<file path="src/rtl/dm_pkg.sv">
// ---------------------------------------------------------------------------
// dm_pkg
// Shared definitions for the data-memory access arbiter slice: default
// memory geometry, the arbiter FSM state encoding and an address range
// helper used to flag pipeline addresses that do not fit the DM.
// Ports: none (package).
// ---------------------------------------------------------------------------
package dm_pkg;

  localparam int DM_ADDR_W = 7;
  localparam int DM_DATA_W = 32;

  typedef enum logic [1:0] {
    ST_IDLE      = 2'd0,
    ST_BUSY_PIPE = 2'd1,
    ST_BUSY_DMA  = 2'd2
  } dm_state_t;

  // True when any bit at or above position aw is set, i.e. the 32-bit
  // pipeline address does not fit in an aw-bit word address.
  function automatic logic addr_oob(input logic [31:0] addr, input int aw);
    logic r;
    r = 1'b0;
    for (int i = 0; i < 32; i++) begin
      if ((i >= aw) && addr[i]) begin
        r = 1'b1;
      end
    end
    return r;
  endfunction

endpackage

</file>
<file path="src/rtl/dm_access_arbiter_if.sv">
// ---------------------------------------------------------------------------
// dm_access_arbiter_if
// Bundles the three buses around the arbiter: the MEM-stage port (pipe_*),
// the DMA/loader port (dma_*), the data-memory port (mem_*) and the sticky
// out-of-range flag.
// Modports:
//   slave  - the arbiter: takes requests and memory read data, drives
//            completions, stall, memory commands and err_oob.
//   master - the surrounding system (pipeline, DMA engine, DM array).
// ---------------------------------------------------------------------------
interface dm_access_arbiter_if
  import dm_pkg::*;
#(
  parameter int ADDR_W = DM_ADDR_W,
  parameter int DATA_W = DM_DATA_W
);

  // MEM pipeline stage
  logic              pipe_req;
  logic              pipe_we;
  logic [31:0]       pipe_addr;
  logic [DATA_W-1:0] pipe_wdata;
  logic [DATA_W-1:0] pipe_rdata;
  logic              pipe_done;
  logic              pipe_stall;

  // DMA / loader
  logic              dma_req;
  logic              dma_we;
  logic [ADDR_W-1:0] dma_addr;
  logic [DATA_W-1:0] dma_wdata;
  logic [DATA_W-1:0] dma_rdata;
  logic              dma_done;

  // Data memory
  logic              mem_req;
  logic              mem_we;
  logic [ADDR_W-1:0] mem_addr;
  logic [DATA_W-1:0] mem_wdata;
  logic [DATA_W-1:0] mem_rdata;

  logic              err_oob;

  modport slave (
    input  pipe_req, pipe_we, pipe_addr, pipe_wdata,
    output pipe_rdata, pipe_done, pipe_stall,
    input  dma_req, dma_we, dma_addr, dma_wdata,
    output dma_rdata, dma_done,
    output mem_req, mem_we, mem_addr, mem_wdata,
    input  mem_rdata,
    output err_oob
  );

  modport master (
    output pipe_req, pipe_we, pipe_addr, pipe_wdata,
    input  pipe_rdata, pipe_done, pipe_stall,
    output dma_req, dma_we, dma_addr, dma_wdata,
    input  dma_rdata, dma_done,
    input  mem_req, mem_we, mem_addr, mem_wdata,
    output mem_rdata,
    input  err_oob
  );

endinterface

</file>
<file path="src/rtl/dm_lat_counter.sv">
// ---------------------------------------------------------------------------
// dm_lat_counter
// Access-latency counter. Clear has priority over enable; last flags the
// final cycle of an access (count == LAT-1).
// Ports:
//   clk  in  clock, rising edge
//   rst  in  asynchronous active-high reset (count -> 0)
//   clr  in  synchronous clear
//   en   in  increment enable
//   last out count has reached LAT-1
// ---------------------------------------------------------------------------
module dm_lat_counter #(
  parameter int LAT = 2
) (
  input  logic clk,
  input  logic rst,
  input  logic clr,
  input  logic en,
  output logic last
);

  // Keep at least one bit so LAT=1 still elaborates; the count then stays 0
  // and every busy cycle is the last one.
  localparam int CW = (LAT > 1) ? $clog2(LAT) : 1;
  localparam logic [CW-1:0] LAST_VAL = CW'(LAT - 1);

  logic [CW-1:0] cnt_reg;

  always_ff @(posedge clk or posedge rst) begin
    if (rst) begin
      cnt_reg <= '0;
    end else if (clr) begin
      cnt_reg <= '0;
    end else if (en) begin
      cnt_reg <= cnt_reg + CW'(1);
    end
  end

  assign last = (cnt_reg == LAST_VAL);

endmodule

</file>
<file path="src/rtl/dm_access_arbiter.sv">
// ---------------------------------------------------------------------------
// dm_access_arbiter
// Shares the single-port data memory between the MEM pipeline stage and a
// DMA/loader port. Each access holds the memory for LAT cycles; the
// requester sees done (and read data) in the last one. The pipeline has
// priority, but after STARVE_MAX consecutive pipeline grants with DMA
// waiting, the DMA port is forced through.
// Ports:
//   clk  in  clock, rising edge
//   rst  in  asynchronous active-high reset
//   bus  dm_access_arbiter_if.slave:
//          pipe_req/we/addr/wdata in, pipe_rdata/done/stall out
//          dma_req/we/addr/wdata  in, dma_rdata/done out
//          mem_req/we/addr/wdata  out, mem_rdata in
//          err_oob out (sticky pipeline address range error)
// ---------------------------------------------------------------------------
module dm_access_arbiter
  import dm_pkg::*;
#(
  parameter int ADDR_W     = DM_ADDR_W,
  parameter int DATA_W     = DM_DATA_W,
  parameter int LAT        = 2,
  parameter int STARVE_MAX = 4
) (
  input  logic                 clk,
  input  logic                 rst,
  dm_access_arbiter_if.slave   bus
);

  localparam int SW = (STARVE_MAX > 0) ? $clog2(STARVE_MAX + 1) : 1;
  localparam logic [SW-1:0] STARVE_LIM = SW'(STARVE_MAX);

  dm_state_t state_reg, state_next;

  logic              mem_req_reg;
  logic              mem_we_reg;
  logic [ADDR_W-1:0] mem_addr_reg;
  logic [DATA_W-1:0] mem_wdata_reg;
  logic [SW-1:0]     starve_cnt;
  logic              err_oob_reg;

  logic lat_clr, lat_en, lat_last;
  logic grant_pipe, grant_dma, forced;
  logic pipe_done, dma_done;

  dm_lat_counter #(.LAT(LAT)) u_lat (
    .clk  (clk),
    .rst  (rst),
    .clr  (lat_clr),
    .en   (lat_en),
    .last (lat_last)
  );

  // Next-state, grant and completion decode.
  always_comb begin
    state_next = state_reg;
    grant_pipe = 1'b0;
    grant_dma  = 1'b0;
    lat_clr    = 1'b1;
    lat_en     = 1'b0;
    pipe_done  = 1'b0;
    dma_done   = 1'b0;
    forced     = bus.dma_req && (starve_cnt == STARVE_LIM);

    case (state_reg)
      ST_IDLE: begin
        if (bus.pipe_req && !forced) begin
          grant_pipe = 1'b1;
          state_next = ST_BUSY_PIPE;
        end else if (bus.dma_req) begin
          grant_dma  = 1'b1;
          state_next = ST_BUSY_DMA;
        end
      end
      ST_BUSY_PIPE: begin
        lat_clr   = lat_last;
        lat_en    = !lat_last;
        pipe_done = lat_last;
        if (lat_last) begin
          state_next = ST_IDLE;
        end
      end
      ST_BUSY_DMA: begin
        lat_clr  = lat_last;
        lat_en   = !lat_last;
        dma_done = lat_last;
        if (lat_last) begin
          state_next = ST_IDLE;
        end
      end
      default: begin
        state_next = ST_IDLE;
      end
    endcase
  end

  always_ff @(posedge clk or posedge rst) begin
    if (rst) begin
      state_reg <= ST_IDLE;
    end else begin
      state_reg <= state_next;
    end
  end

  // Memory command registers: loaded from the winner on grant, held for the
  // whole access (late changes on the requester side are ignored), cleared
  // as the access ends so the IDLE cycle drives an inactive bus.
  always_ff @(posedge clk or posedge rst) begin
    if (rst) begin
      mem_req_reg   <= 1'b0;
      mem_we_reg    <= 1'b0;
      mem_addr_reg  <= '0;
      mem_wdata_reg <= '0;
    end else if (grant_pipe) begin
      mem_req_reg   <= 1'b1;
      mem_we_reg    <= bus.pipe_we;
      mem_addr_reg  <= bus.pipe_addr[ADDR_W-1:0];
      mem_wdata_reg <= bus.pipe_wdata;
    end else if (grant_dma) begin
      mem_req_reg   <= 1'b1;
      mem_we_reg    <= bus.dma_we;
      mem_addr_reg  <= bus.dma_addr;
      mem_wdata_reg <= bus.dma_wdata;
    end else if ((state_reg != ST_IDLE) && lat_last) begin
      mem_req_reg   <= 1'b0;
      mem_we_reg    <= 1'b0;
      mem_addr_reg  <= '0;
      mem_wdata_reg <= '0;
    end
  end

  // Starvation counter: counts pipeline grants that overtook a waiting DMA
  // request; any cycle without a DMA request resets the streak.
  always_ff @(posedge clk or posedge rst) begin
    if (rst) begin
      starve_cnt <= '0;
    end else if (!bus.dma_req || grant_dma) begin
      starve_cnt <= '0;
    end else if (grant_pipe && (starve_cnt != STARVE_LIM)) begin
      starve_cnt <= starve_cnt + SW'(1);
    end
  end

  // Out-of-range pipeline address: the access still goes ahead on the
  // truncated address; the flag only records that it happened.
  always_ff @(posedge clk or posedge rst) begin
    if (rst) begin
      err_oob_reg <= 1'b0;
    end else if (grant_pipe && addr_oob(bus.pipe_addr, ADDR_W)) begin
      err_oob_reg <= 1'b1;
    end
  end

  assign bus.pipe_done  = pipe_done;
  assign bus.pipe_rdata = pipe_done ? bus.mem_rdata : '0;
  assign bus.pipe_stall = bus.pipe_req && !pipe_done;
  assign bus.dma_done   = dma_done;
  assign bus.dma_rdata  = dma_done ? bus.mem_rdata : '0;
  assign bus.mem_req    = mem_req_reg;
  assign bus.mem_we     = mem_we_reg;
  assign bus.mem_addr   = mem_addr_reg;
  assign bus.mem_wdata  = mem_wdata_reg;
  assign bus.err_oob    = err_oob_reg;

endmodule

</file>
<file path="src/flat_wrapper.sv">
// flat-port wrapper written by rule: the top's interface ports become plain ports
module dm_access_arbiter_flat import dm_pkg::*;
#(
  parameter int ADDR_W     = DM_ADDR_W,
  parameter int DATA_W     = DM_DATA_W,
  parameter int LAT        = 2,
  parameter int STARVE_MAX = 4
)
  (clk, rst, bus_pipe_req, bus_pipe_we, bus_pipe_addr, bus_pipe_wdata, bus_pipe_rdata, bus_pipe_done, bus_pipe_stall, bus_dma_req, bus_dma_we, bus_dma_addr, bus_dma_wdata, bus_dma_rdata, bus_dma_done, bus_mem_req, bus_mem_we, bus_mem_addr, bus_mem_wdata, bus_mem_rdata, bus_err_oob);
  dm_access_arbiter_if #(.ADDR_W(ADDR_W), .DATA_W(DATA_W)) bus_i ();
  input  logic clk;
  input  logic rst;
  input wire logic [$bits(bus_i.pipe_req)-1:0] bus_pipe_req;
  input wire logic [$bits(bus_i.pipe_we)-1:0] bus_pipe_we;
  input wire logic [$bits(bus_i.pipe_addr)-1:0] bus_pipe_addr;
  input wire logic [$bits(bus_i.pipe_wdata)-1:0] bus_pipe_wdata;
  output wire logic [$bits(bus_i.pipe_rdata)-1:0] bus_pipe_rdata;
  output wire logic [$bits(bus_i.pipe_done)-1:0] bus_pipe_done;
  output wire logic [$bits(bus_i.pipe_stall)-1:0] bus_pipe_stall;
  input wire logic [$bits(bus_i.dma_req)-1:0] bus_dma_req;
  input wire logic [$bits(bus_i.dma_we)-1:0] bus_dma_we;
  input wire logic [$bits(bus_i.dma_addr)-1:0] bus_dma_addr;
  input wire logic [$bits(bus_i.dma_wdata)-1:0] bus_dma_wdata;
  output wire logic [$bits(bus_i.dma_rdata)-1:0] bus_dma_rdata;
  output wire logic [$bits(bus_i.dma_done)-1:0] bus_dma_done;
  output wire logic [$bits(bus_i.mem_req)-1:0] bus_mem_req;
  output wire logic [$bits(bus_i.mem_we)-1:0] bus_mem_we;
  output wire logic [$bits(bus_i.mem_addr)-1:0] bus_mem_addr;
  output wire logic [$bits(bus_i.mem_wdata)-1:0] bus_mem_wdata;
  input wire logic [$bits(bus_i.mem_rdata)-1:0] bus_mem_rdata;
  output wire logic [$bits(bus_i.err_oob)-1:0] bus_err_oob;
  assign bus_i.pipe_req = bus_pipe_req;
  assign bus_i.pipe_we = bus_pipe_we;
  assign bus_i.pipe_addr = bus_pipe_addr;
  assign bus_i.pipe_wdata = bus_pipe_wdata;
  assign bus_pipe_rdata = bus_i.pipe_rdata;
  assign bus_pipe_done = bus_i.pipe_done;
  assign bus_pipe_stall = bus_i.pipe_stall;
  assign bus_i.dma_req = bus_dma_req;
  assign bus_i.dma_we = bus_dma_we;
  assign bus_i.dma_addr = bus_dma_addr;
  assign bus_i.dma_wdata = bus_dma_wdata;
  assign bus_dma_rdata = bus_i.dma_rdata;
  assign bus_dma_done = bus_i.dma_done;
  assign bus_mem_req = bus_i.mem_req;
  assign bus_mem_we = bus_i.mem_we;
  assign bus_mem_addr = bus_i.mem_addr;
  assign bus_mem_wdata = bus_i.mem_wdata;
  assign bus_i.mem_rdata = bus_mem_rdata;
  assign bus_err_oob = bus_i.err_oob;
  dm_access_arbiter #(.ADDR_W(ADDR_W), .DATA_W(DATA_W), .LAT(LAT), .STARVE_MAX(STARVE_MAX)) u_core (.clk(clk), .rst(rst), .bus(bus_i));
endmodule
</file>
<file path="config.mk">
export PLATFORM = sky130hd
export DESIGN_NAME = dm_access_arbiter_flat
export DESIGN_NICKNAME = d
export VERILOG_FILES = /design/src/rtl/dm_pkg.sv /design/src/rtl/dm_access_arbiter_if.sv /design/src/rtl/dm_lat_counter.sv /design/src/rtl/dm_access_arbiter.sv /design/src/flat_wrapper.sv
export SDC_FILE = /design/constraint.sdc
export NUM_CORES = 1
export LEC_CHECK = 0
export CAP_MARGIN = 20
export CORE_AREA = 2 2 85 120
export DETAILED_ROUTE_END_ITERATION = 10
export DIE_AREA = 0 0 87 122
export HOLD_SLACK_MARGIN = 0.1
export MAX_ROUTING_LAYER = met4
export PLACE_DENSITY = 0.8
export SLEW_MARGIN = 20
export SYNTH_ARGS = -nofsm -noshare
export SYNTH_HDL_FRONTEND = slang
export SYNTH_HIERARCHICAL = 1
export SYNTH_SLANG_ARGS = --single-unit
</file>
<file path="constraint.sdc">
create_clock -name clk -period 2.05 [get_ports clk]
set_input_delay 0.205 -clock clk [delete_from_list [all_inputs] [get_ports clk]]
set_output_delay 0.205 -clock clk [all_outputs]
set_load 0.02 [all_outputs]
</file>
==> impl_metrics.py <==
metrics = {
    "synthesis": {
        "synth-seq-area-share_pct": 39.0,
        "yosysMostFrequentCell": "and3_1",
        "synthArstFlopShare_pct": 100,
        "synth_nets": 520,
        "synth_flop_cell": "dfrtp_1",
        "synth_top_area_share_pct": 39.0,
        "synth_edf_count": 0,
        "yosys-top-cells-area": "dfrtp_1 (39%), and3_1 (13%), a31oi_1 (8.1%), nand4_1 (8.1%), a21oi_1 (7.0%)",
        "yosys-top-cells-count": "and3_1 (65), dfrtp_1 (48), clkbuf_1 (45)",
        "synth_xor_area_share_pct": 0.569,
        "syn_inst": 374,
        "yosys.area.top_type": "dfrtp_1",
        "synth_top_family_by_area": "simple AND/OR/NAND/NOR gates",
        "synth_area_um2": 3080,
        "yosysWarnings": 6,
        "yosys.area_share.simple_pct": 32.3,
        "syn_avg_cell_area_um2": 8.23,
        "synthMuxAreaShare_pct": 0,
        "synthAdderAreaFrac_pct": 2.03,
        "yosysUniqueCellTypes": 32,
        "synth_compound_area_share_pct": 17.4,
        "ys_seq_elements": 48,
    },
    "worst_setup_path": {
        "crit_path_start_kind": "flip-flop",
        "rr_worst_depth": 6,
        "critPathRequiredTime_ns": 1.85,
        "crit_fanout": 7,
        "cpMaxStageDelayCell": "clkdlybuf4s50_1",
        "endpoint_kind": "output port",
        "critical_path_class": "reg2out",
        "timing.reg2reg.setup_slack_ns": 0.29,
        "critPathTopFamily": "buffers and inverters",
        "critical_path.cell_chain": "inv_1 -> ha_2 -> and3_1 -> clkdlybuf4s50_1",
        "crit_cells": 4,
        "slowest_delay_ns": 0.60,
        "cp.buffers_inverters": 2,
        "arrival_ns": 1.75,
    },
    "pwr": {
        "peakVddDrop_mv": 0.634,
        "p_leak_nw": 2.74,
        "powerDensity_nw_per_um2": 1130,
        "p_total_mw": 6.49,
    },
    "drt": {
        "route.vias.total": 3953,
        "wl_per_cell_um": 18.3,
        "viasPerCell": 5.53,
        "ant_nets": 0,
        "drc_errors": 0,
        "wirelength_mm": 13.1,
        "drtPass1Iterations": 4,
        "first_iter_violations": 229,
    },
    "cts": {
        "cts_buffers": 5,
        "cts.sinks": 48,
        "hold_buffers": 0,
        "tritoncts": "done",
        "cts_root_buffer": "clkbuf_16",
        "clk_pin_slew_ns": 0.06,
        "insertion_delay_ns": 0.28,
        "ctsLongestPathBuffers": 2,
        "cts-htree-levels": 2,
    },
    "die": {
        "die_h_um": 122,
        "ios": 250,
        "std_cell_rows": 43,
        "dieArea_um2": 10600,
        "die_w_um": 87,
        "start_util_pct": 31.9,
        "core_um2": 9630,
    },
    "final_layout": {
        "fin_nets": 748,
        "drive_above_1_share_pct": 6.81,
        "area_delta_synth_final_pct": 86.8,
        "largest_reg_flops": 32,
    },
    "sta": {
        "setup_tns_ns": 0,
        "max_freq_mhz": 511,
        "finalSetupViolations": 0,
        "relSlewSlack_pct": 80.4,
        "slew_viol_final": 0,
        "fin_crit_sh_pct": 95.5,
        "layout_setup_ws_ns": 0.0921,
        "fin_crit_ns": 1.96,
        "worst_pin_slew_ns": 0.292,
        "hold_viol": 0,
        "clock_skew_ns": 0.00390,
        "rsz0062_at_grt": "no",
    },
    "place": {
        "portBuffers": 249,
        "place_congestion": 0.838,
        "dp_hpwl_mm": 10.2,
        "dp_slack_ns": 0.143,
    },
    "global_route": {
        "grt_use_total_pct": 24.2,
        "antenna_found_initial": 1,
        "grt_pass1_wl_mm": 19.5,
        "grt_pass1_vias": 3941,
        "grt_max_degree": 42,
        "overflow": 0,
    },
    "status": {
        "outcome": "completed",
    },
    "job": {
        "maxCapViolCount": 0,
    },
    "worst_hold_path": {
        "hp-class": "in2async",
    },
}
[final timing paths]
kind / start / end
worst min-delay path: rst / u_core/u_lat/last$_DFFE_PP0P_
worst max register to register: u_core/state_reg[0]$_DFFE_PP0P_ / u_core/bus.mem_wdata[24]$_DFFE_PP0P_
worst min register to register: u_core/bus.mem_req$_DFFE_PP0P_ / u_core/bus.mem_req$_DFFE_PP0P_
max in group asynchronous: rst / u_core/bus.mem_wdata[13]$_DFFE_PP0P_
worst max-delay path: u_core/state_reg[1]$_DFFE_PP0P_ / bus_pipe_rdata[0]
min in group clk: bus_dma_req / u_core/bus.mem_addr[2]$_DFFE_PP0P_
[metrics by stage]
| step | instances | utilization, % | hold slack [ns] | instance area [um2] |
|---|---|---|---|---|
| 3_5_place_dp | 707 | 59.0 | 0.415 | 5680 |
| 3_3_place_gp | 707 | 59.0 | 0.412 | 5680 |
| 2_1_floorplan | 374 | - | -0.0663 | 3080 |
| 4_1_cts | 714 | 59.6 | 0.111 | 5740 |
| 6_report | 715 | 59.7 | 0.117 | 5750 |
| 5_1_grt | 715 | 59.7 | 0.114 | 5750 |
[report_power, final]
| part | switching [mW] | leakage (nW) | total [mW] | internal (mW) |
|---|---|---|---|---|
| Sequential | 0.268 | 0.581 | 1.69 | 1.42 |
| Clock | 0.325 | 0.0667 | 0.768 | 0.443 |
| Combinational | 2.23 | 2.09 | 4.03 | 1.81 |
[cell usage in the layout, fill, tap and decap left out, types with 2 or more instances in the layout]
cell type and n:
nor2_1 2, a31oi_1 40, dfrtp_1 48, nor2b_1 2, ha_2 2, clkdlybuf4s50_1 184
buf_12 3, nand4_1 40, a21oi_1 43, ha_1 3, nand3_1 40, and3_1 65
o21ai_0 2, dlygate4sd2_1 59, nor4_1 6, and2_1 3, clkbuf_16 5, buf_4 24
inv_1 8
[cells by family (layout without fill, tap and decap cells)]
group / after synthesis / in the layout
AND/OR/NAND/NOR: 167 / 167
AO/OA/AOI/OAI: 92 / 92
buffers and inverters: 60 / 288
flip-flops: 48 / 48
adder cells (fa/ha/maj): 5 / 5
XOR/XNOR: 2 / 2
other: 0 / 1
[timing repair]
item	CTS	global route
endpoints found under the setup margin	59	4
setup buffers	0	0
endpoints found under the hold margin	0	0
gates resized for setup	59	2
[metal layers]
layer	up-vias	routed length [um]	track usage (%)	share of wire (%)
li1	1877	-	-	-
met1	1845	4550	23.7	35
met2	203	6940	43.6	53
met3	28	1250	7.86	9.5
met4	0	370	8.98	2.8
met5	-	0	-	0
[area by class of cell]
class	instances	area (um2)
repair buffers	272	2620
flip-flops and latches	48	1200
multi-input cells	266	1620
clock buffers	6	129
well taps	112	140
clock inverters	1	5.00
diodes	1	2.50
fillers	913	3880
inverters	9	33.8
(Power assumes the default switching activity.)
